--- src/rtl/bsg_vanilla_pkg.sv ---
// Shared vanilla-core types for the integer divide unit.
// Latency: n/a (types and constants only).
// Backpressure: n/a.
package bsg_vanilla_pkg;

   // RV32M divide/remainder flavours as tagged by decode.
   typedef enum logic [1:0] {
      eDIV  = 2'b00,
      eDIVU = 2'b01,
      eREM  = 2'b10,
      eREMU = 2'b11
   } idiv_op_e;

   // Sequencer states of the iterative divider.
   typedef enum logic [1:0] {
      eIDIV_IDLE = 2'b00,
      eIDIV_CALC = 2'b01,
      eIDIV_FIX  = 2'b10,
      eIDIV_DONE = 2'b11
   } idiv_state_e;

   // One restoring iteration per quotient bit.
   localparam int idiv_iter_gp = 32;

   // True for the signed flavours (DIV, REM).
   function automatic logic idiv_is_signed(input idiv_op_e op);
      return (op == eDIV) || (op == eREM);
   endfunction

   // True when the remainder, not the quotient, is the architectural result.
   function automatic logic idiv_is_rem(input idiv_op_e op);
      return (op == eREM) || (op == eREMU);
   endfunction

endpackage

--- src/rtl/vanilla_idiv_step.sv ---
// One radix-2 restoring division iteration on unsigned magnitudes.
// Latency: purely combinational.
// Backpressure: none; the sequencer decides when the result is used.
module vanilla_idiv_step #(
   parameter int width_p = 32
) (
   input  logic [width_p-1:0] rem_i,
   input  logic               dividend_msb_i,
   input  logic [width_p-1:0] divisor_i,
   output logic [width_p-1:0] rem_o,
   output logic               q_bit_o
);

   // The partial keeps the full remainder so divisors with the top bit set
   // (large unsigned values) still compare correctly.
   logic [width_p:0]   partial;
   logic [width_p+1:0] diff;
   logic               unused_diff_top;

   // Trial subtract; the borrow out of the wide subtract picks restore or keep.
   always_comb begin
      partial = {rem_i, dividend_msb_i};
      diff    = {1'b0, partial} - {2'b00, divisor_i};
      q_bit_o = ~diff[width_p+1];
      rem_o   = q_bit_o ? diff[width_p-1:0] : partial[width_p-1:0];
   end

   // When no borrow occurs the difference is below the divisor, so this bit is always 0.
   assign unused_diff_top = diff[width_p];

endmodule

--- src/rtl/vanilla_idiv_seq.sv ---
// Iterative RV32M DIV/DIVU/REM/REMU unit, one operation in flight.
// Latency: accept edge at cycle 0, 32 CALC cycles, 1 FIX cycle, v_o from cycle 34.
// Backpressure: ready_o only in IDLE; result held in DONE until yumi_i.
module vanilla_idiv_seq
   import bsg_vanilla_pkg::*;
#(
   parameter int data_width_p     = 32,
   parameter int reg_addr_width_p = 5
) (
   input  logic                        clk_i,
   input  logic                        reset_n_i,
   input  logic                        v_i,
   output logic                        ready_o,
   input  idiv_op_e                    op_i,
   input  logic [data_width_p-1:0]     rs1_i,
   input  logic [data_width_p-1:0]     rs2_i,
   input  logic [reg_addr_width_p-1:0] rd_i,
   input  logic                        kill_i,
   output logic                        v_o,
   output logic [data_width_p-1:0]     result_o,
   output logic [reg_addr_width_p-1:0] rd_o,
   input  logic                        yumi_i
);

   localparam int cnt_width_lp = $clog2(idiv_iter_gp);

   idiv_state_e                 state_r, state_n;
   logic                        accept;

   idiv_op_e                    op_r;
   logic [reg_addr_width_p-1:0] rd_r;
   logic [reg_addr_width_p-1:0] rd_out_r;
   logic                        neg_a_r, neg_b_r;
   logic [data_width_p-1:0]     dividend_r;
   logic [data_width_p-1:0]     divisor_r;
   logic [data_width_p-1:0]     rem_r;
   logic [data_width_p-1:0]     quot_r;
   logic [data_width_p-1:0]     result_r;
   logic [cnt_width_lp-1:0]     cnt_r;

   logic                        in_signed;
   logic                        neg_a, neg_b;
   logic [data_width_p-1:0]     abs_a, abs_b;

   logic [data_width_p-1:0]     step_rem;
   logic                        step_q;

   logic                        op_signed_r;
   logic                        quot_neg, rem_neg;
   logic [data_width_p-1:0]     fix_result;

   // Operand sign capture and magnitude conversion at accept time.
   always_comb begin
      in_signed = idiv_is_signed(op_i);
      neg_a     = in_signed & rs1_i[data_width_p-1];
      neg_b     = in_signed & rs2_i[data_width_p-1];
      abs_a     = neg_a ? -rs1_i : rs1_i;
      abs_b     = neg_b ? -rs2_i : rs2_i;
   end

   vanilla_idiv_step #(
      .width_p(data_width_p)
   ) step (
      .rem_i         (rem_r),
      .dividend_msb_i(dividend_r[data_width_p-1]),
      .divisor_i     (divisor_r),
      .rem_o         (step_rem),
      .q_bit_o       (step_q)
   );

   // Sign fix-up; a zero divisor keeps the all-ones quotient unnegated.
   always_comb begin
      op_signed_r = idiv_is_signed(op_r);
      quot_neg    = op_signed_r & (neg_a_r ^ neg_b_r) & (divisor_r != '0);
      rem_neg     = op_signed_r & neg_a_r;
      if (idiv_is_rem(op_r)) begin
         fix_result = rem_neg ? -rem_r : rem_r;
      end else begin
         fix_result = quot_neg ? -quot_r : quot_r;
      end
   end

   // State register.
   always_ff @(posedge clk_i or negedge reset_n_i) begin
      if (!reset_n_i) begin
         state_r <= eIDIV_IDLE;
      end else begin
         state_r <= state_n;
      end
   end

   // Next-state and handshake outputs; kill beats a same-cycle request in IDLE.
   always_comb begin
      state_n = state_r;
      ready_o = 1'b0;
      v_o     = 1'b0;
      accept  = 1'b0;
      unique case (state_r)
         eIDIV_IDLE: begin
            ready_o = 1'b1;
            accept  = v_i & ~kill_i;
            if (accept) begin
               state_n = eIDIV_CALC;
            end
         end
         eIDIV_CALC: begin
            if (kill_i) begin
               state_n = eIDIV_IDLE;
            end else if (cnt_r == '0) begin
               state_n = eIDIV_FIX;
            end
         end
         eIDIV_FIX: begin
            state_n = kill_i ? eIDIV_IDLE : eIDIV_DONE;
         end
         eIDIV_DONE: begin
            v_o = 1'b1;
            if (yumi_i) begin
               state_n = eIDIV_IDLE;
            end
         end
         default: state_n = eIDIV_IDLE;
      endcase
   end

   // Datapath: latch request, iterate in CALC, register the fixed-up result in FIX.
   always_ff @(posedge clk_i or negedge reset_n_i) begin
      if (!reset_n_i) begin
         op_r       <= eDIV;
         rd_r       <= '0;
         rd_out_r   <= '0;
         neg_a_r    <= 1'b0;
         neg_b_r    <= 1'b0;
         dividend_r <= '0;
         divisor_r  <= '0;
         rem_r      <= '0;
         quot_r     <= '0;
         result_r   <= '0;
         cnt_r      <= '0;
      end else if (accept) begin
         op_r       <= op_i;
         rd_r       <= rd_i;
         neg_a_r    <= neg_a;
         neg_b_r    <= neg_b;
         dividend_r <= abs_a;
         divisor_r  <= abs_b;
         rem_r      <= '0;
         quot_r     <= '0;
         cnt_r      <= cnt_width_lp'(idiv_iter_gp - 1);
      end else if (state_r == eIDIV_CALC) begin
         rem_r      <= step_rem;
         dividend_r <= {dividend_r[data_width_p-2:0], 1'b0};
         quot_r     <= {quot_r[data_width_p-2:0], step_q};
         if (cnt_r != '0) begin
            cnt_r <= cnt_r - cnt_width_lp'(1);
         end
      end else if ((state_r == eIDIV_FIX) && !kill_i) begin
         result_r <= fix_result;
         rd_out_r <= rd_r;
      end
   end

   assign result_o = result_r;
   assign rd_o     = rd_out_r;

   // The consumer may only take a result that is being offered.
   always @(posedge clk_i) begin
      if (reset_n_i) begin
         assert (!(yumi_i && !v_o));
      end
   end

endmodule

--- config.mk ---
export PLATFORM = sky130hd
export DESIGN_NAME = vanilla_idiv_seq
export DESIGN_NICKNAME = d
export VERILOG_FILES = /design/src/rtl/bsg_vanilla_pkg.sv /design/src/rtl/vanilla_idiv_step.sv /design/src/rtl/vanilla_idiv_seq.sv
export SDC_FILE = /design/constraint.sdc
export NUM_CORES = 1
export LEC_CHECK = 0
export BUFFER_PORTS_ARGS = -buffer_cell sky130_fd_sc_hd__buf_2
export CORE_AREA = 5 5 148 150
export DETAILED_ROUTE_END_ITERATION = 10
export DIE_AREA = 0 0 153 155
export PLACE_DENSITY = 0.79
export SKIP_CTS_REPAIR_TIMING = 1
export SYNTH_ARGS = -nofsm -noshare
export SYNTH_HDL_FRONTEND = slang
export SYNTH_SLANG_ARGS = --single-unit
--- constraint.sdc ---
create_clock -name clk_i -period 8.2 [get_ports clk_i]
set_input_delay 0.41 -clock clk_i [delete_from_list [all_inputs] [get_ports clk_i]]
set_output_delay 0.41 -clock clk_i [all_outputs]
set_load 0.005 [all_outputs]
==> metrics.txt, run 1 <==
outcome=finished clean; total met3 wirelength after detailed routing=1.73 mm; detailed-route vias per instance=5.86; RSZ-0062 raised after global routing=no; maximum vdd drop=0.182 mV; share of synthesized registers carrying an async set or reset=100%; buffer depth of the longest clock path=2; ranking of synthesized cells by area=sky130_fd_sc_hd__dfrtp_1 38%, sky130_fd_sc_hd__nand2_1 9.5%, sky130_fd_sc_hd__o21ai_0 6.2%; worst setup path class=reg -> reg; achievable clock frequency=0.287 GHz; met1 layer wirelength in the final routing=13.7 mm; Post-Synthesis Cell Area=0.0119 mm²; global-route wire length before repair=49.2 mm; count of final max-slew check failures=0; placeable core region=0.0206 mm²; endpoint of the worst register-to-register path=rem_r[11]$_DFFE_PN0P_; Internal Pwr Total=2310 µW; vias post-DR=10691; number of warning messages in the yosys log=0; top-area cell type share of the netlist area=37.9%; Synth Flop Type=sky130_fd_sc_hd__dfrtp_1; number of enable flip-flop cells after synthesis=0; floorplan row count=53; Pleak=0.00598 µW; Crit path arrival time=3820 ps; Crit. End Element=register; top-level port count=115; largest net degree at the start of global routing=109; Max Used Layer=met4; Hold Violations, Final=0; worst flop-to-flop path startpoint=rem_r[10]$_DFFE_PN0P_; relative contribution of sequential cells to total power=31.8%; Period Utilization, post-route=42.4%; max-cap viol count=0; Die Span Y=155 µm; cell taking the most area after synthesis=sky130_fd_sc_hd__dfrtp_1; Mean Syn Cell Area=8.09 µm²; depth of the worst register-to-register path=9; register area share after synthesis=37.9%; count of unresolved DRC violations after routing=0; Worst slew margin=24.3%; Layout Nets=1652; proportion of total power due to net switching=43.8%; Area growth syn-to-layout=10.7%; pwr dens=311 mW/mm²; final standard cell utilization of the core=64.3%; routed wirelength normalized by instance count=16.0 µm; H-tree level count=4; category of the worst setup path launch point=register; Commonest cells post-synth=302 x sky130_fd_sc_hd__nand2_1, 181 x sky130_fd_sc_hd__dfrtp_1, 148 x sky130_fd_sc_hd__o21ai_0; total half-perimeter wirelength after legalization and detailed placement=20.7 mm; iteration-0 DRC count of the detailed router=847; number of clock sinks seen by CTS=181; slew of the pin with the lowest slew margin=1140 ps; synthesis-stage register bit count=181; clock-pin slew of the registers on the worst-case setup and hold paths=80 ps; antenna cells=0; sum of overflow across all layers after global routing=0; fraction of power consumed by the clock network=19.8%; Post-Route WL=29.3 mm; library cell with the highest instance count after synthesis=sky130_fd_sc_hd__nand2_1; clock tree from TritonCTS=built; total negative slack for setup checks=0 ps; Logic pwr share=48.4%; Cell Count, Final, Fillers Out=1825; vias in the first global route=10053; latest clock arrival within the worst-skew pair=430 ps; Unique masters post-synth=65; first-pass detailed-route iteration total=6; worst clock skew=10.4 ps; starting density of the core=58.1%; Port Buffers=114; number of cells produced by synthesis=1477; Crit path required time=8540 ps; share of post-route cells with drive strength above 1=11.4%; antenna viol nets, final=0; slack of the worst reg-to-reg path=4720 ps; placed cells=1793; Clk Tree Root Cell=sky130_fd_sc_hd__clkbuf_16; highest net fanout along the worst path=27; Routability Congestion=0.938; final setup vio count=0; Min-Delay Path Class=in -> async; minimum clock period after layout=3480 ps; sw power=1800 µW; Die Area=0.0237 mm²; Num CTS Buffers=17; net count after synthesis=1592; x dimension of the die=153 µm; initial antenna violation count=0; met2 WL post-DR=13.5 mm; global-route usage over all layers=24.5%
per-stage QoR:
step	total power, µW	setup WS [ps]	area, µm²	hold WS (ps)
final	4110	4720	13200	110
after global routing	4420	4550	13200	156
after CTS	4090	4760	13200	148
after detailed placement	3270	4780	12600	452
after global placement	3220	4830	12600	448
after floorplan	2790	5120	11900	114
worst max-delay path by stage:
| stage | from | to | slack [ps] |
|---|---|---|---|
| CTS | rem_r[11]$_DFFE_PN0P_ | rem_r[11]$_DFFE_PN0P_ | 4760 |
| detailed placement | rem_r[11]$_DFFE_PN0P_ | rem_r[11]$_DFFE_PN0P_ | 4780 |
| global route | rem_r[11]$_DFFE_PN0P_ | rem_r[11]$_DFFE_PN0P_ | 4550 |
| finish | rem_r[10]$_DFFE_PN0P_ | rem_r[11]$_DFFE_PN0P_ | 4720 |
| global placement | rem_r[11]$_DFFE_PN0P_ | rem_r[11]$_DFFE_PN0P_ | 4830 |
| floorplan | rem_r[11]$_DFFE_PN0P_ | rem_r[26]$_DFFE_PN0P_ | 5120 |
critical path, cell delays in order, from the launching register on:
cell and delay (ps):
sky130_fd_sc_hd__dfrtp_1 460, sky130_fd_sc_hd__ha_1 420, sky130_fd_sc_hd__nand2_1 90, sky130_fd_sc_hd__or3_1 410, sky130_fd_sc_hd__o21ba_1 210, sky130_fd_sc_hd__o211a_1 180
sky130_fd_sc_hd__or4_1 690, sky130_fd_sc_hd__nand2_4 400, sky130_fd_sc_hd__mux2_2 390, sky130_fd_sc_hd__o21ai_1 120
cell type report:
type | instances | area, µm²
fillers | 1774 | 7340
multi-input cells | 1157 | 6910
flip-flops and latches | 181 | 4530
repair buffers | 122 | 637
clock buffers | 17 | 425
well taps | 275 | 344
inverters | 58 | 218
clock inverters | 15 | 160
power groups by stage:
| stage | combinational (µW) | sequential, µW | clock, µW |
|---|---|---|---|
| after detailed placement | 1950 | 1320 | 0 |
| after CTS | 1960 | 1300 | 821 |
| after global routing | 2230 | 1340 | 863 |
| after floorplan | 1550 | 1240 | 0 |
| final | 1990 | 1310 | 814 |
| after global placement | 1920 | 1300 | 0 |
cells in the final DEF, fill, tap and decap left out, types with 14 or more instances in the layout:
| master | instances |
|---|---|
| sky130_fd_sc_hd__o21ai_0 | 148 |
| sky130_fd_sc_hd__ha_1 | 38 |
| sky130_fd_sc_hd__o21ai_1 | 25 |
| sky130_fd_sc_hd__xnor2_1 | 84 |
| sky130_fd_sc_hd__nor3_1 | 25 |
| sky130_fd_sc_hd__nand3_1 | 39 |
| sky130_fd_sc_hd__buf_2 | 113 |
| sky130_fd_sc_hd__nor4_1 | 19 |
| sky130_fd_sc_hd__mux2i_1 | 19 |
| sky130_fd_sc_hd__o31ai_1 | 30 |
| sky130_fd_sc_hd__nor2_1 | 80 |
| sky130_fd_sc_hd__a21oi_1 | 75 |
| sky130_fd_sc_hd__inv_1 | 58 |
| sky130_fd_sc_hd__xor2_1 | 64 |
| sky130_fd_sc_hd__clkbuf_16 | 17 |
| sky130_fd_sc_hd__dfrtp_1 | 181 |
| sky130_fd_sc_hd__or4_1 | 14 |
| sky130_fd_sc_hd__nand2_1 | 302 |
| sky130_fd_sc_hd__a31oi_1 | 46 |
flip-flops by register name, indices dropped and copies added (netlist names):
signal      count
cnt_r           5
dividend_r     32
divisor_r      32
neg_a_r         1
neg_b_r         1
op_r            2
quot_r         32
rd_o            5
rd_r            5
rem_r          32
result_o       32
state_r         2
logic make-up (layout without fill, tap and decap cells):
| logic type | after synthesis | in the layout | synth area share (%) |
|---|---|---|---|
| adders and majority gates | 39 | 39 | 4.15 |
| buffers and inverters | 139 | 212 | 4.42 |
| muxes | 21 | 21 | 1.78 |
| AOI/OAI and AO/OA | 395 | 395 | 19.8 |
| xor gates and xnor gates | 148 | 148 | 10.9 |
| and+or+nand+nor | 554 | 554 | 21.0 |
| DFF | 181 | 181 | 37.9 |
metal layers:
layer	vias to the layer above	track usage, %
met1	5060	36.1
li1	5292	-
met3	29	3.64
met2	310	38.7
met5	-	0
met4	0	5.77
No activity file was read; power rests on OpenSTA's default activity.
==> inputs of run 2 (changes only) <==
Clock period 8.2 ns to 3.4 ns, I/O delays scaled along.
==> metrics.txt, run 2 (synthesized netlist as in run 1, its figures left out) <==
Cell Count, Final, Fillers Out=1860 (+1.9%); share of post-route cells with drive strength above 1=13.0% (+1.6 points); largest net degree at the start of global routing=166 (+52%); Layout Nets=1687 (+2.1%); number of clock sinks seen by CTS=181 (unchanged); pwr dens=763 mW/mm² (+150%); floorplan row count=53 (unchanged); Area growth syn-to-layout=13.7%; Die Area=0.0237 mm² (unchanged); placed cells=1821 (+1.6%); first-pass detailed-route iteration total=5 (-1); placeable core region=0.0206 mm² (unchanged); Die Span Y=155 µm (unchanged); maximum vdd drop=0.414 mV (+130%); most common cell after layout, fill and taps aside=sky130_fd_sc_hd__nand2_1; antenna cells=0 (unchanged); initial antenna violation count=0 (unchanged); global-route wire length before repair=49.8 mm (+1.2%); starting density of the core=58.1% (unchanged); Worst slew margin=23.9% (-0.37 points); sum of overflow across all layers after global routing=0 (unchanged); worst setup path class=reg -> reg; Crit path required time=3680 ps (-4860 ps); achievable clock frequency=0.308 GHz (+7.2%); max-cap viol count=0 (unchanged); outcome=finished clean; antenna viol nets, final=0 (unchanged); latest clock arrival within the worst-skew pair=440 ps (about the same); Routability Congestion=0.948 (+1.0%); family with the most delay on the worst path=simple AND/OR/NAND/NOR gates; vias post-DR=10851 (+1.5%); largest stage delay on the critical path=590 ps (-100 ps); minimum clock period after layout=3250 ps (-234 ps); routed wirelength normalized by instance count=16.0 µm (-0.17%); most used cells in the layout excluding fill and tap cells=302 x sky130_fd_sc_hd__nand2_1, 181 x sky130_fd_sc_hd__dfrtp_1, 148 x sky130_fd_sc_hd__o21ai_0, 113 x sky130_fd_sc_hd__buf_2, 84 x sky130_fd_sc_hd__xnor2_1; category of the worst setup path launch point=register; Port Buffers=114 (unchanged); top-level port count=115 (unchanged); Crit. End Element=register; Pleak=0.00619 µW (+3.6%); iteration-0 DRC count of the detailed router=915 (+8.0%); critical path cell sequence=ha_1, nand2_1, or3_1, o21ba_1, o211a_1, or4_4, nand2_4, buf_4, mux2i_1, o21ai_1; slew of the pin with the lowest slew margin=1140 ps (+5.56 ps); highest net fanout along the worst path=13 (-52%); total half-perimeter wirelength after legalization and detailed placement=21.2 mm (+2.4%); Crit path arrival time=3520 ps (-300 ps); clock tree from TritonCTS=built; Period Utilization, post-route=95.5% (+53 points); Clk Tree Root Cell=sky130_fd_sc_hd__clkbuf_16; Num CTS Buffers=17 (unchanged); final setup vio count=0 (unchanged); worst clock skew=7.61 ps (-2.75 ps); H-tree level count=4 (unchanged); vias in the first global route=10042 (-0.11%); Min-Delay Path Class=in -> reg; total negative slack for setup checks=0 ps (unchanged); Buf+Inv Stages, Crit Path=1 (+1); Post-Route WL=29.8 mm (+1.7%); global-route usage over all layers=24.9% (+0.39 points); count of final max-slew check failures=0 (unchanged); clock-pin slew of the registers on the worst-case setup and hold paths=80 ps (about the same); final standard cell utilization of the core=66.0% (+1.7 points); count of unresolved DRC violations after routing=0 (unchanged); worst-path cell with the longest stage delay=sky130_fd_sc_hd__or4_4; detailed-route vias per instance=5.83 (-0.41%); Hold Violations, Final=0 (unchanged); RSZ-0062 raised after global routing=no; buffer depth of the longest clock path=2 (unchanged); x dimension of the die=153 µm (unchanged)
run 2: changes by cell type in the layout (fill, tap and decap cells not counted), sizes merged:
cell / change
clkinvlp: -5
bufinv: +2
inv: +2
dlygate4sd3: +7
clkinv: +1
buf: +28
run 2: final cells by class:
cell class	instances	area, µm²
clock buffer	17	425
clock inverter	15	206
fill	1727	6980
inverter	58	218
multi-input combinational	1157	6930
sequential	181	4530
tap	275	344
timing repair buffer	157	930
run 2: metrics by stage:
step	cell area [µm²]	worst slack, ps	hold WS, ps	total power, µW
finish	13600	154	19.4	10400
floorplan	11900	319	-126	6730
detailed placement	12900	75.7	299	8110
global placement	12900	209	305	7970
CTS	13500	53.7	-168	10300
global route	13600	0.247	33.2	11100
run 2: final timing paths:
check	endpoint	slack (ps)	from	cells after the start
setup / recovery	rem_r[6]$_DFFE_PN0P_	150	rem_r[10]$_DFFE_PN0P_	10
hold / removal	divisor_r[31]$_DFFE_PN0P_	20	rs2_i[31]	3
setup reg to reg	rem_r[6]$_DFFE_PN0P_	150	rem_r[10]$_DFFE_PN0P_	10
hold reg to reg	result_o[18]$_DFFE_PN0P_	470	result_o[18]$_DFFE_PN0P_	2
max in group asynchronous	divisor_r[1]$_DFFE_PN0P_	2070	reset_n_i	3
min in group asynchronous	quot_r[9]$_DFFE_PN0P_	360	reset_n_i	2
run 2: worst min-delay path: stages:
cell and delay, ps:
sky130_fd_sc_hd__buf_2 100, sky130_fd_sc_hd__o211ai_1 90, sky130_fd_sc_hd__o21ai_0 70
run 2: power breakdown:
| group | switching, µW | leakage [µW] | total, µW | internal [µW] |
|---|---|---|---|---|
| clock | 979 | 0.000311 | 2120 | 1140 |
| combinational | 2960 | 0.00356 | 5150 | 2190 |
| sequential | 503 | 0.00232 | 3090 | 2590 |
| total | 4440 | 0.00619 | 10400 | 5920 |
run 2: per-layer routing:
| layer | track usage (%) | vias to the layer above | part of all wire (%) |
|---|---|---|---|
| li1 | - | 5348 | - |
| met1 | 35.6 | 5119 | 46 |
| met2 | 40.5 | 350 | 47 |
| met3 | 3.67 | 34 | 6.0 |
| met4 | 5.94 | 0 | 1.3 |
| met5 | 0 | - | 0 |
